==> config.mk <==
export PLATFORM = sky130hd
export DESIGN_NAME = bus_arbiter_m2
export DESIGN_NICKNAME = d
export VERILOG_FILES = /design/src/rtl/bus_arbiter_m2.sv
export SDC_FILE = /design/constraint.sdc
export NUM_CORES = 1
export LEC_CHECK = 0
export BUFFER_PORTS_ARGS = -buffer_cell sky130_fd_sc_hd__buf_2
export CAP_MARGIN = 25
export CORE_AREA = 2 2 39 41
export DETAILED_ROUTE_END_ITERATION = 7
export DIE_AREA = 0 0 41 43
export PLACE_DENSITY = 0.55
export SYNTH_ARGS = -nofsm -noshare
export SYNTH_HDL_FRONTEND = slang
export SYNTH_SLANG_ARGS = --single-unit
export TNS_END_PERCENT = 20
==> constraint.sdc <==
create_clock -name clk -period 3.12 [get_ports clk]
set_input_delay 0 -clock clk [delete_from_list [all_inputs] [get_ports clk]]
set_output_delay 0 -clock clk [all_outputs]
set_load 0.01 [all_outputs]
==> src/rtl/bus_arbiter_m2.sv <==
`timescale 1ns/1ps
`default_nettype none
// ============================================================================
// Module   : bus_arbiter_m2
// Purpose  : Grant controller for a shared serial bus with two master ports
//            and one slave port. Masters raise a bus request and hold it
//            for the whole transaction. Requests arriving together are
//            resolved round-robin. A grant is released when its request
//            drops. No new grant is issued until the slave reports ready.
//            msel steers the master-side bus mux.
// Revision : 1.0 - initial release
// ----------------------------------------------------------------------------
// Parameters
//   TIMEOUT_CYCLES : maximum consecutive grant cycles before a forced revoke
//                    (only used when ARB_TIMEOUT_EN is defined)
//   CNT_WIDTH      : width of the grant-cycle counter,
//                    TIMEOUT_CYCLES < 2**CNT_WIDTH
// Ports
//   clk        in   system clock, all state on the rising edge
//   rstn       in   asynchronous active-low reset
//   m1_breq    in   master 1 bus request
//   m2_breq    in   master 2 bus request
//   s_ready    in   slave idle / ready for a new transaction
//   m1_bgrant  out  master 1 grant (decoded from registered state)
//   m2_bgrant  out  master 2 grant (decoded from registered state)
//   msel       out  mux select, 0 = master 1, 1 = master 2 (registered)
//   bus_busy   out  high whenever the arbiter is not idle
//   timeout    out  one-cycle pulse on a forced revoke
// Configuration macro
//   ARB_TIMEOUT_EN : when defined, a grant held for TIMEOUT_CYCLES cycles is
//                    forcibly revoked. The revoked master stays ineligible
//                    until its request has been seen low. When undefined,
//                    a grant is held for as long as the request stays high
//                    and timeout is tied low.
// ============================================================================
module bus_arbiter_m2 #(
  parameter int unsigned TIMEOUT_CYCLES = 255,
  parameter int unsigned CNT_WIDTH      = 8
) (
  input  logic clk,
  input  logic rstn,
  input  logic m1_breq,
  input  logic m2_breq,
  input  logic s_ready,
  output logic m1_bgrant,
  output logic m2_bgrant,
  output logic msel,
  output logic bus_busy,
  output logic timeout
);

  // --------------------------------------------------------------------------
  // Elaboration-time sanity check on the counter sizing.
  // --------------------------------------------------------------------------
  if ((TIMEOUT_CYCLES < 1) ||
      (longint'(TIMEOUT_CYCLES) >= (longint'(1) << CNT_WIDTH))) begin : g_bad_cfg
    $error("bus_arbiter_m2: TIMEOUT_CYCLES must be in 1 .. 2**CNT_WIDTH-1");
  end

  // --------------------------------------------------------------------------
  // State encoding
  // --------------------------------------------------------------------------
  typedef enum logic [1:0] {
    ST_IDLE    = 2'd0,
    ST_GRANT1  = 2'd1,
    ST_GRANT2  = 2'd2,
    ST_RELEASE = 2'd3
  } state_t;

  // last_grant encoding: which master most recently held the bus
  localparam logic LG_M1 = 1'b0;
  localparam logic LG_M2 = 1'b1;

  state_t state_q, state_d;
  logic   last_grant_q, last_grant_d;
  logic   msel_q, msel_d;
  logic [1:0] elig;   // bit 0 = master 1, bit 1 = master 2

`ifdef ARB_TIMEOUT_EN
  // The counter holds (cycles already granted - 1), so the grant is revoked
  // on the edge that would start cycle TIMEOUT_CYCLES + 1.
  localparam logic [CNT_WIDTH-1:0] CNT_LIMIT = CNT_WIDTH'(TIMEOUT_CYCLES - 1);

  logic [CNT_WIDTH-1:0] cnt_q, cnt_d;
  logic [1:0]           mask_q, mask_d;
  logic                 timeout_q, timeout_d;
`endif

  // --------------------------------------------------------------------------
  // Next-state logic
  // --------------------------------------------------------------------------
  always_comb begin
    state_d      = state_q;
    last_grant_d = last_grant_q;
    msel_d       = msel_q;
`ifdef ARB_TIMEOUT_EN
    cnt_d        = cnt_q;
    timeout_d    = 1'b0;
    // A revoke mask clears once its master's request is sampled low.
    mask_d       = mask_q & {m2_breq, m1_breq};
    elig         = {m2_breq, m1_breq} & ~mask_q;
`else
    elig         = {m2_breq, m1_breq};
`endif

    case (state_q)
      ST_IDLE: begin
        // On a tie, the master that did not hold the bus last wins.
        if (elig[0] && (!elig[1] || (last_grant_q == LG_M2))) begin
          state_d = ST_GRANT1;
          msel_d  = 1'b0;
`ifdef ARB_TIMEOUT_EN
          cnt_d   = '0;
`endif
        end else if (elig[1]) begin
          state_d = ST_GRANT2;
          msel_d  = 1'b1;
`ifdef ARB_TIMEOUT_EN
          cnt_d   = '0;
`endif
        end
      end

      ST_GRANT1: begin
        // The other master's request is ignored here: no preemption.
        if (!m1_breq) begin
          state_d      = ST_RELEASE;
          last_grant_d = LG_M1;
        end
`ifdef ARB_TIMEOUT_EN
        else if (cnt_q == CNT_LIMIT) begin
          state_d      = ST_RELEASE;
          last_grant_d = LG_M1;
          timeout_d    = 1'b1;
          mask_d[0]    = 1'b1;
        end else begin
          cnt_d = cnt_q + CNT_WIDTH'(1);
        end
`endif
      end

      ST_GRANT2: begin
        if (!m2_breq) begin
          state_d      = ST_RELEASE;
          last_grant_d = LG_M2;
        end
`ifdef ARB_TIMEOUT_EN
        else if (cnt_q == CNT_LIMIT) begin
          state_d      = ST_RELEASE;
          last_grant_d = LG_M2;
          timeout_d    = 1'b1;
          mask_d[1]    = 1'b1;
        end else begin
          cnt_d = cnt_q + CNT_WIDTH'(1);
        end
`endif
      end

      ST_RELEASE: begin
        // Let the slave finish its serial transfer before re-arbitrating.
        if (s_ready) begin
          state_d = ST_IDLE;
        end
      end

      default: begin
        state_d = ST_IDLE;
      end
    endcase
  end

  // --------------------------------------------------------------------------
  // State registers
  // --------------------------------------------------------------------------
  always_ff @(posedge clk or negedge rstn) begin
    if (!rstn) begin
      state_q      <= ST_IDLE;
      last_grant_q <= LG_M2;     // master 1 wins the first tie
      msel_q       <= 1'b0;
`ifdef ARB_TIMEOUT_EN
      cnt_q        <= '0;
      mask_q       <= 2'b00;
      timeout_q    <= 1'b0;
`endif
    end else begin
      state_q      <= state_d;
      last_grant_q <= last_grant_d;
      msel_q       <= msel_d;
`ifdef ARB_TIMEOUT_EN
      cnt_q        <= cnt_d;
      mask_q       <= mask_d;
      timeout_q    <= timeout_d;
`endif
    end
  end

  // --------------------------------------------------------------------------
  // Outputs: decoded straight from registered state, so the grants are
  // mutually exclusive by construction and clear at once on reset.
  // --------------------------------------------------------------------------
  assign m1_bgrant = (state_q == ST_GRANT1);
  assign m2_bgrant = (state_q == ST_GRANT2);
  assign bus_busy  = (state_q != ST_IDLE);
  // msel only changes on grant entry, so it holds through RELEASE and IDLE.
  assign msel      = msel_q;
`ifdef ARB_TIMEOUT_EN
  assign timeout   = timeout_q;
`else
  assign timeout   = 1'b0;
`endif

endmodule
`default_nettype wire

==> results of run 1 <==
-- through the flow --
step / hold WS (ns) / utilization, % / cell area (um^2)
after detailed placement: -0.189 / 26.9 / 373
after floorplan: -0.296 / - / 320
after global placement: -0.190 / 26.9 / 373
final: 0.0504 / 29.6 / 409
after CTS: 0.0488 / 29.6 / 409
after global routing: 0.0561 / 29.6 / 409
-- power groups by stage --
stage | registers (W) | logic [W] | clock network, W
6_report | 0.000108 | 0.000245 | 0.0000733
5_1_grt | 0.000112 | 0.000279 | 0.0000835
4_1_cts | 0.000109 | 0.000251 | 0.0000768
3_5_place_dp | 0.000110 | 0.000248 | 0
3_3_place_gp | 0.000108 | 0.000245 | 0
2_1_floorplan | 0.000108 | 0.000184 | 0
-- registers in the layout, indices dropped and copies added, names as in the netlist --
register      flops
last_grant_q      1
msel              1
state_q           2
-- layout make-up --
cell class,instances,area [um^2]
fillers,156,975
multi-input cells,23,196
flip-flops and latches,4,101
repair buffers,9,50.0
clock buffers,4,26.3
well taps,16,20.0
inverters,4,15.0
-- routing by layer --
metal / share of wire, % / wire [um] / GRT usage, % / vias up
met5: 0 / 0 / 0 / -
met4: 4.1 / 25 / 8.00 / 0
met3: 3.9 / 24 / 1.57 / 2
met2: 52 / 319 / 14.1 / 7
met1: 40 / 246 / 7.79 / 112
li1: - / - / - / 129
-- cells by family (layout without fill, tap and decap cells) --
family,after synthesis,in the layout
compound gates,7,7
fa+ha+maj,6,6
mux,3,3
simple gates,6,6
flops,4,4
buf+inv,5,17
other cells,1,1
-- cell usage after synthesis, drive strengths merged --
cell	count
mux2	1
a21oi	3
or3b	1
ha	6
a31oi	3
nor2	1
conb	1
nor2b	1
mux2i	2
buf	1
nand2b	2
nand3	1
a22oi	1
dfrtp	3
inv	4
dfstp	1
-- worst paths after layout --
kind                                     startpoint                  endpoint  slack (ns)  cells after the start
setup / recovery             state_q[0]$_DFFE_PN0P_    state_q[1]$_DFFE_PN0P_        1.44                      5
hold / removal                              m1_breq          msel$_DFFE_PN0P_        0.05                      2
setup reg to reg             state_q[0]$_DFFE_PN0P_    state_q[1]$_DFFE_PN0P_        1.44                      5
hold reg to reg            last_grant_q$_DFFE_PN1P_  last_grant_q$_DFFE_PN1P_        0.53                      2
max in group asynchronous                      rstn  last_grant_q$_DFFE_PN1P_        2.82                      2
min in group asynchronous                      rstn    state_q[0]$_DFFE_PN0P_        0.09                      2
-- what timing repair did --
action | in CTS | in global routing
endpoints found under the hold margin | 4 | 0
hold buffers | 1 | 0
gates resized for setup | 0 | 0
==> impl_results.md, run 1 <==
* Status: complete, no violations
* Main combinational cell family by area after synthesis: adder cells
* Mux cell area share after synthesis at 10.9%
* WP buf/inv at 1
* Final hold vios at 0
* Total Wirelength at 615 um
* Postcts setup bufs at 0
* CP max-delay cell: dfrtp_1
* Final Slew Violations at 0
* Post-synthesis cell count at 32
* Final net count at 56
* Final Critical Period at 1.68 ns
* CTS Buffer Depth at 2
* CTS Buf Count at 3
* Vias in the first global route at 234
* RSZ-0062 raised after global routing: false
* Worst-Skew Late Latency at 0.25 ns
* Clk pwr share at 17.2%
* Share of layout cells above drive strength 1 at 31.8%
* Top delay family on crit path: simple AND/OR/NAND/NOR gates
* Final period util at 53.8%
* Drt initial violations at 0
* CTS clock-pin slew for the worst setup and hold paths at 0.04 ns
* Crit-path max FO at 4
* Die area at 1760 um^2
* Antenna-violating nets left at 0
* GR Util All Layers at 8.46%
* Endpoints failing setup at 0
* Worst vdd ir at 0.233 mV
* Arrival @ worst endpoint at 1.81 ns
* Routed wire length per instance at 10.3 um
* Switching share of power at 40.5%
* I/O Buffers at 8
* Critical Path Source Type: flop
* Synth Area in XOR/XNOR at 0%
* Pwr Total at 0.000426 W
* Crit. End Element: flop
* Type of the worst setup path: flop to flop
* Worst EP required at 3.25 ns
* Area contributors post-synth: dfrtp_1, ha_1, dfstp_2
* Syn_nets at 43
* Area growth, synth to finish at 27.7%
* Largest net degree at the start of global routing at 7
* Ys Warns at 0
* Seq cells post-synth at 4
* Synth Area in Compound Gates at 12.9%
* Cell variety after synth at 16
* Gpl congestion at 0.654
* Fmax achieved at 596 MHz
* Initial DRT Pass Iterations at 1
* Crit-path max cell delay at 0.41 ns
* Drt drc at 0
* Static Leak at 0.214 nW
* Final worst slack at 1.44 ns
* Clk root buf: clkbuf_4
* Most frequent cells in the layout: buf_2, ha_1, inv_1
* Power per cell area at 1040 nW/um^2
* IO Pins at 10
* Post-synthesis cell area at 320 um^2
* Seq pwr share at 25.2%
* Fin Setup TNS at 0 ns
* Mapped Avg Cell Area at 10.0 um^2
* Max-cap violation count at 0
* Internal power at 0.000254 W
* Seq/Total Area, Yosys at 31.6%
* Most common cell after layout, fill and taps aside: buf_2
* Via count of the routed design at 250
* P_sw at 0.000173 W
* Combinational Power Share at 57.6%
* Antenna diodes at 0
* Core area at 1380 um^2
* Row Count at 14
* Final Skew at 0.00827 ns
* CTS HTree Levels at 1
* Area share of the largest cell type after synthesis at 23.4%
* Yosys top cell by area: dfrtp_1
* Critical-path cell list: inv_1 -> ha_1 -> or3b_1 -> nand3_2 -> mux2_4
* Initial Util at 23.1%
* Die Ht at 43 um
* CTS tree: built
* Wire length of the first global-routing pass at 938 um
* Synth Area in Simple Gates at 12.9%
* Non-Filler Instances at 60
* Setup WS pre-CTS at 1.43 ns
* Dpl cells at 55
* CTS sink cnt at 4
* Worst hold path type: input port to flop
* Area share of fa/ha/maj cells after synthesis at 23.4%
* DR vias/cell at 4.17
* Initial antenna violation count at 0
* Die X at 41 um
* Gr ovfl total at 0
(Power assumes the default switching activity.)
==> run 2, diff against run 1 <==
- ABC_AREA: not set -> 1
- PLACE_DENSITY: 0.55 -> 0.57
- clock period: 3.12 -> 1.57 ns (I/O delays scaled with it)
==> impl_results.md, run 2 <==
* Cell mode on critical path: nand2_1
* Minimum hold slack at 0.0960 ns (was 0.0504 ns)
* Arrival @ worst endpoint at 1.42 ns (was 1.81 ns)
* Gr ovfl total at 0 (unchanged)
* Status: complete, no violations (unchanged)
* Most common cell after layout, fill and taps aside: nand2_1 (was buf_2)
* Primary FF master, synth: dfrtp_1 (unchanged)
* Worst hold path type: input port to async pin (was input port to flop)
* Gpl congestion at 0.690 (was 0.654)
* Max-cap violation count at 0 (unchanged)
* Top reg by flops: state_q (unchanged)
* Yosys top cell by area: dfrtp_1 (unchanged)
* Path depth of the worst reg2reg path at 8 (was 5)
* Crit-path max FO at 5 (was 4)
* Post-DP HPWL at 572 um
* Post-synthesis cell count at 51 (was 32)
* Worst vdd ir at 0.386 mV (was 0.233 mV)
* Post-synthesis cell area at 353 um^2 (was 320 um^2)
* Antenna diodes at 0 (unchanged)
* Vias in the first global route at 299 (was 234)
* Largest net degree at the start of global routing at 6 (was 7)
* Initial DRT Pass Iterations at 2 (was 1)
* CTS sink cnt at 4 (unchanged)
* Drt initial violations at 4 (was 0)
* Most frequent cell after synthesis: nand2_1 (was ha_1)
* Fmax achieved at 773 MHz (was 596 MHz)
* Area contributors post-synth: dfrtp_1, ha_1, nand2_1 (was dfrtp_1, ha_1, dfstp_2)
* Share of layout cells above drive strength 1 at 28.6% (was 31.8%)
* Ys Warns at 0 (unchanged)
* Final Slew Violations at 0 (unchanged)
* Most frequent cells in the layout: nand2_1, buf_2, inv_1, ha_1 (was buf_2, ha_1, inv_1)
* IO Pins at 10 (unchanged)
* I/O Buffers at 8 (unchanged)
* Final Critical Period at 1.29 ns (was 1.68 ns)
* GR Util All Layers at 9.71% (was 8.46%)
* DR vias/cell at 4.01 (was 4.17)
* Final net count at 75 (was 56)
* Final core occ at 31.9% (was 29.6%)
* Crit-path max cell delay at 0.44 ns (was 0.41 ns)
* Clk root buf: clkbuf_4 (unchanged)
* Area growth, synth to finish at 25.2% (was 27.7%)
* Ys async rst share at 100% (unchanged)
* Fin Setup TNS at 0 ns (unchanged)
* Die area at 1760 um^2 (unchanged)
* FILL cells at 164 (was 156)
* Endpoints failing setup at 0 (unchanged)
* Core area at 1380 um^2 (unchanged)
* Initial Util at 25.5% (was 23.1%)
* Static Leak at 0.271 nW (was 0.214 nW)
* Area share of the largest cell type after synthesis at 21.3% (was 23.4%)
* Cell variety after synth at 14 (was 16)
* Commonest cells post-synth: nand2_1, inv_1, ha_1, dfrtp_1, nand3_1 (was ha_1, inv_1, a21oi_1, a31oi_1, dfrtp_1)
* Crit. End Element: flop (unchanged)
* CTS Buf Count at 3 (unchanged)
* Via count of the routed design at 317 (was 250)
* Initial antenna violation count at 0 (unchanged)
* Worst EP required at 1.70 ns (was 3.25 ns)
* CTS Buffer Depth at 2 (unchanged)
* CTS HTree Levels at 1 (unchanged)
* Post-CTS resize count at 0 (unchanged)
* Power per cell area at 1870 nW/um^2 (was 1040 nW/um^2)
* Seq/Total Area, Yosys at 28.7% (was 31.6%)
* Seq cells post-synth at 4 (unchanged)
* CTS clock-pin slew for the worst setup and hold paths at 0.04 ns (about the same)
* CP max-delay cell: dfrtp_1 (unchanged)
* Critical Path Source Type: flop (unchanged)
* Routed wire length per instance at 8.37 um (was 10.3 um)
* Max reg flops at 2 (unchanged)
* Final hold vios at 0 (unchanged)
* Critical-path cell list: inv_1 -> ha_1 -> nand2_1 -> nand2_1 -> inv_2 -> nand3_2 -> nand2_1 -> nand2_1 (was inv_1 -> ha_1 -> or3b_1 -> nand3_2 -> mux2_4)
* Total Wirelength at 661 um (was 615 um)
* Drt drc at 0 (unchanged)
* Die X at 41 um (unchanged)
* Final Skew at 0.000250 ns (was 0.00827 ns)
* Mapped Avg Cell Area at 6.92 um^2 (was 10.0 um^2)
* CTS tree: built (unchanged)
* Syn_nets at 62 (was 43)
* Final period util at 82.4% (was 53.8%)
* Worst-Skew Late Latency at 0.24 ns (was 0.25 ns)
* RSZ-0062 raised after global routing: false (unchanged)
* Row Count at 14 (unchanged)
* Post-synth EDFFs at 0 (unchanged)
* Antenna-violating nets left at 0 (unchanged)
* Type of the worst setup path: flop to flop (unchanged)
* Wire length of the first global-routing pass at 1.11 mm (was 938 um)
* Postcts setup bufs at 0 (unchanged)
* Die Ht at 43 um (unchanged)
run 2: changes by cell type in the layout (fill, tap and decap cells not counted), sizes merged:
cell	before	now
nand2	0	21
nand3	1	4
inv	4	9
nand2b	2	0
mux2	1	0
nor2b	1	0
nor2	1	4
a21oi	3	1
a22oi	1	0
or3b	1	0
mux2i	2	0
a31oi	3	0
run 2: path summary, 6_finish.rpt:
| kind | to | slack, ns | start |
|---|---|---|---|
| min in group clk | last_grant_q$_DFFE_PN1P_ | 0.14 | m2_breq |
| worst min register to register | last_grant_q$_DFFE_PN1P_ | 0.47 | last_grant_q$_DFFE_PN1P_ |
| max in group asynchronous | last_grant_q$_DFFE_PN1P_ | 1.27 | rstn |
| worst max-delay path | state_q[0]$_DFFE_PN0P_ | 0.28 | state_q[0]$_DFFE_PN0P_ |
| worst max register to register | state_q[0]$_DFFE_PN0P_ | 0.28 | state_q[0]$_DFFE_PN0P_ |
| worst min-delay path | state_q[1]$_DFFE_PN0P_ | 0.1 | rstn |
run 2: cell families (layout without fill, tap and decap cells):
logic type | Yosys count | after routing | share of synthesized area (%)
compound gates | 1 | 1 | 1.42
fa+ha+maj | 6 | 6 | 21.3
buf+inv | 10 | 22 | 11.7
flops | 4 | 4 | 28.7
other cells | 1 | 1 | 1.06
simple gates | 29 | 29 | 35.8
run 2: critical path: cells and delay by family (launching register included):
| family | cells | cell delay, ns |
|---|---|---|
| flops | 1 | 0.44 |
| simple gates | 5 | 0.31 |
| fa+ha+maj | 1 | 0.24 |
| buf+inv | 2 | 0.18 |
run 2: area by class of cell:
class / count / area (um^2) / area share, %
Sequential cell: 4 / 101 / 22.9
Clock buffer: 4 / 26.3 / 5.95
Multi-Input combinational cell: 37 / 210 / 47.6
Timing Repair Buffer: 9 / 50.0 / 11.3
Inverter: 9 / 33.8 / 7.65
Tap cell: 16 / 20.0 / 4.53
run 2: timing repair:
action                                  CTS  global route
hold endpoints to repair                  4             0
hold buffers                              1             0
endpoints found under the setup margin    0             0
run 2: report_power, final:
| group | switching [W] | internal, W |
|---|---|---|
| registers | 0.0000519 | 0.000168 |
| logic | 0.000277 | 0.000185 |
| clock network | 0.0000472 | 0.0000957 |
| total | 0.000376 | 0.000449 |
run 2: layer usage:
layer	global-route usage (%)	share of wire, %	vias to the layer above
li1	-	-	172
met1	9.55	39	141
met2	15.3	58	4
met3	1.57	2.6	0
met4	10.0	0	0
met5	0	0	-
run 2: metrics by stage:
stage          area (um^2)  power, W  std cells  worst slack (ns)
4_1_cts                442  0.000843         79             0.256
2_1_floorplan          353  0.000566         51             0.381
3_5_place_dp           405  0.000691         74             0.262
6_report               442  0.000824         79             0.276
3_3_place_gp           405  0.000685         74             0.305
5_1_grt                442  0.000931         79             0.177
==> run 3, diff against run 2 <==
- clock period: 1.57 -> 1.25 ns (I/O delays scaled with it)
==> impl_results.md, run 3 (synthesis results as in run 2) <==
* Status: complete, no violations (unchanged)
* Antenna diodes at 0 (unchanged)
* Final Critical Period at 1.20 ns
* Clk root buf: clkbuf_4 (unchanged)
* Final net count at 79 (was 75)
* Most frequent cells in the layout: nand2_1, buf_2, inv_1 (was nand2_1, buf_2, inv_1, ha_1)
* Vias in the first global route at 279 (was 299)
* Internal power at 0.000666 W (was 0.000449 W)
* P_sw at 0.000528 W (was 0.000376 W)
* Initial DRT Pass Iterations at 3 (was 2)
* Clk pwr share at 15.2% (was 17.3%)
* FILL cells at 159 (was 164)
* Drt drc at 0 (unchanged)
* Top reg by flops: state_q (unchanged)
* Seq pwr share at 24.0% (was 26.7%)
* Row Count at 14 (unchanged)
* Path depth of the worst reg2reg path at 7 (was 8)
* Static Leak at 0.287 nW (was 0.271 nW)
* Via count of the routed design at 343 (was 317)
* Worst hold path type: input port to async pin (unchanged)
* Largest net degree at the start of global routing at 6 (unchanged)
* Die area at 1760 um^2 (unchanged)
* Critical Path Source Type: flop (unchanged)
* Endpoints failing setup at 0 (unchanged)
* Max-cap violation count at 0 (unchanged)
* Final hold vios at 0 (unchanged)
* Area growth, synth to finish at 41.1% (was 25.2%)
* Drt initial violations at 2 (was 4)
* Final Slew Violations at 0 (unchanged)
* Share of layout cells above drive strength 1 at 46.3% (was 28.6%)
* Total Wirelength at 737 um (was 661 um)
* IO Pins at 10 (unchanged)
* Antenna-violating nets left at 0 (unchanged)
* Setup WS pre-CTS at 0.0209 ns (was 0.262 ns)
* Fmax achieved at 833 MHz
* CTS Buffer Depth at 2 (unchanged)
* Die Ht at 43 um (unchanged)
* Gpl congestion at 0.750 (was 0.690)
* Worst EP required at 1.25 ns (was 1.70 ns)
* Worst-Skew Late Latency at 0.24 ns (about the same)
* Fin Setup TNS at 0 ns (unchanged)
* DR vias/cell at 4.13 (was 4.01)
* Dpl cells at 75 (was 74)
* Final Skew at 0.000839 ns (was 0.000250 ns)
* Switching share of power at 44.2% (was 45.6%)
* Initial Util at 25.5% (unchanged)
* RR Startpoint: state_q[0]$_DFFE_PN0P_ (unchanged)
* R2r endpoint: state_q[1]$_DFFE_PN0P_ (was state_q[0]$_DFFE_PN0P_)
* Crit. End Element: primary output (was flop)
* CTS Buf Count at 3 (unchanged)
* Post-DP HPWL at 545 um (was 572 um)
* Max reg flops at 2 (unchanged)
* Final period util at 96.1%
* CTS clock-pin slew for the worst setup and hold paths at 0.04 ns (about the same)
* Flop2flop setup slack at 0.05 ns (was 0.28 ns)
* Crit-path max FO at 5 (unchanged)
* Non-Filler Instances at 83 (was 79)
* Initial antenna violation count at 0 (unchanged)
* GR Util All Layers at 9.36% (was 9.71%)
* Routed wire length per instance at 8.88 um (was 8.37 um)
* Worst vdd ir at 0.604 mV (was 0.386 mV)
* Most common cell after layout, fill and taps aside: nand2_1 (unchanged)
* Core area at 1380 um^2 (unchanged)
* Type of the worst setup path: flop to primary output (was flop to flop)
* Die X at 41 um (unchanged)
* Power per cell area at 2400 nW/um^2 (was 1870 nW/um^2)
* Gr ovfl total at 0 (unchanged)
* CTS HTree Levels at 1 (unchanged)
* I/O Buffers at 8 (unchanged)
* Wire length of the first global-routing pass at 1.08 mm (was 1.11 mm)
* CTS sink cnt at 4 (unchanged)
* CTS tree: built (unchanged)
* Final worst slack at 0.0494 ns (was 0.276 ns)
* RSZ-0062 raised after global routing: true (was false)
* Combinational Power Share at 60.8% (was 56.0%)
* Arrival @ worst endpoint at 1.20 ns (was 1.42 ns)
run 3: metal layers:
| metal | track usage, % | vias to the layer above | wire, um |
|---|---|---|---|
| met5 | 0 | - | 0 |
| met1 | 10.0 | 157 | 301 |
| li1 | - | 182 | - |
| met4 | 2.00 | 0 | 0 |
| met2 | 14.7 | 4 | 413 |
| met3 | 6.28 | 0 | 21 |
run 3: area by class of cell:
type,instances,area [um^2],share of cell area (%)
Clock buffer,4,26.3,5.28
Inverter,9,33.8,6.78
Multi-Input combinational cell,37,235,47.2
Sequential cell,4,103,20.6
Tap cell,16,20.0,4.02
Timing Repair Buffer,13,80.1,16.1
run 3: how the worst max path moves through the flow:
stage | from | endpoint | slack (ns) | depth (start not counted)
global route | state_q[0]$_DFFE_PN0P_ | state_q[1]$_DFFE_PN0P_ | -0.01 | 7
global placement | state_q[1]$_DFFE_PN0P_ | state_q[1]$_DFFE_PN0P_ | 0.02 | 7
CTS | state_q[1]$_DFFE_PN0P_ | bus_busy | 0.001 | 4
finish | state_q[0]$_DFFE_PN0P_ | bus_busy | 0.05 | 4
floorplan | state_q[0]$_DFFE_PN0P_ | state_q[0]$_DFFE_PN0P_ | 0.06 | 8
detailed placement | state_q[1]$_DFFE_PN0P_ | state_q[1]$_DFFE_PN0P_ | 0.02 | 7
run 3: stage by stage:
| stage | power, W | util (%) | hold slack, ns | cell area, um^2 |
|---|---|---|---|---|
| final | 0.00119 | 36.0 | 0.112 | 498 |
| after global routing | 0.00133 | 36.0 | 0.107 | 498 |
| after CTS | 0.00110 | 33.0 | 0.0917 | 457 |
| after detailed placement | 0.000882 | 29.8 | -0.184 | 413 |
| after global placement | 0.000883 | 29.8 | -0.185 | 413 |
| after floorplan | 0.000710 | - | -0.296 | 353 |
run 3: power by group through the flow:
stage	Sequential, W	Combinational, W	Clock, W
final	0.000286	0.000725	0.000182
after global routing	0.000294	0.000840	0.000200
after CTS	0.000267	0.000639	0.000192
after detailed placement	0.000270	0.000612	0
after global placement	0.000270	0.000613	0
after floorplan	0.000264	0.000446	0
run 3: critical path: stages, from the launching register on:
cell	delay, ns
dfrtp_1	0.43
inv_2	0.12
ha_2	0.20
inv_1	0.07
buf_2	0.14
run 3: what timing repair did:
| action | CTS | global route |
|---|---|---|
| hold endpoints to repair | 4 | 0 |
| pin swaps | 0 | 2 |
| setup endpoints to repair | 1 | 4 |
| gates resized for setup | 0 | 10 |
| hold buffers | 1 | 0 |
| buffers inserted | 1 | 2 |
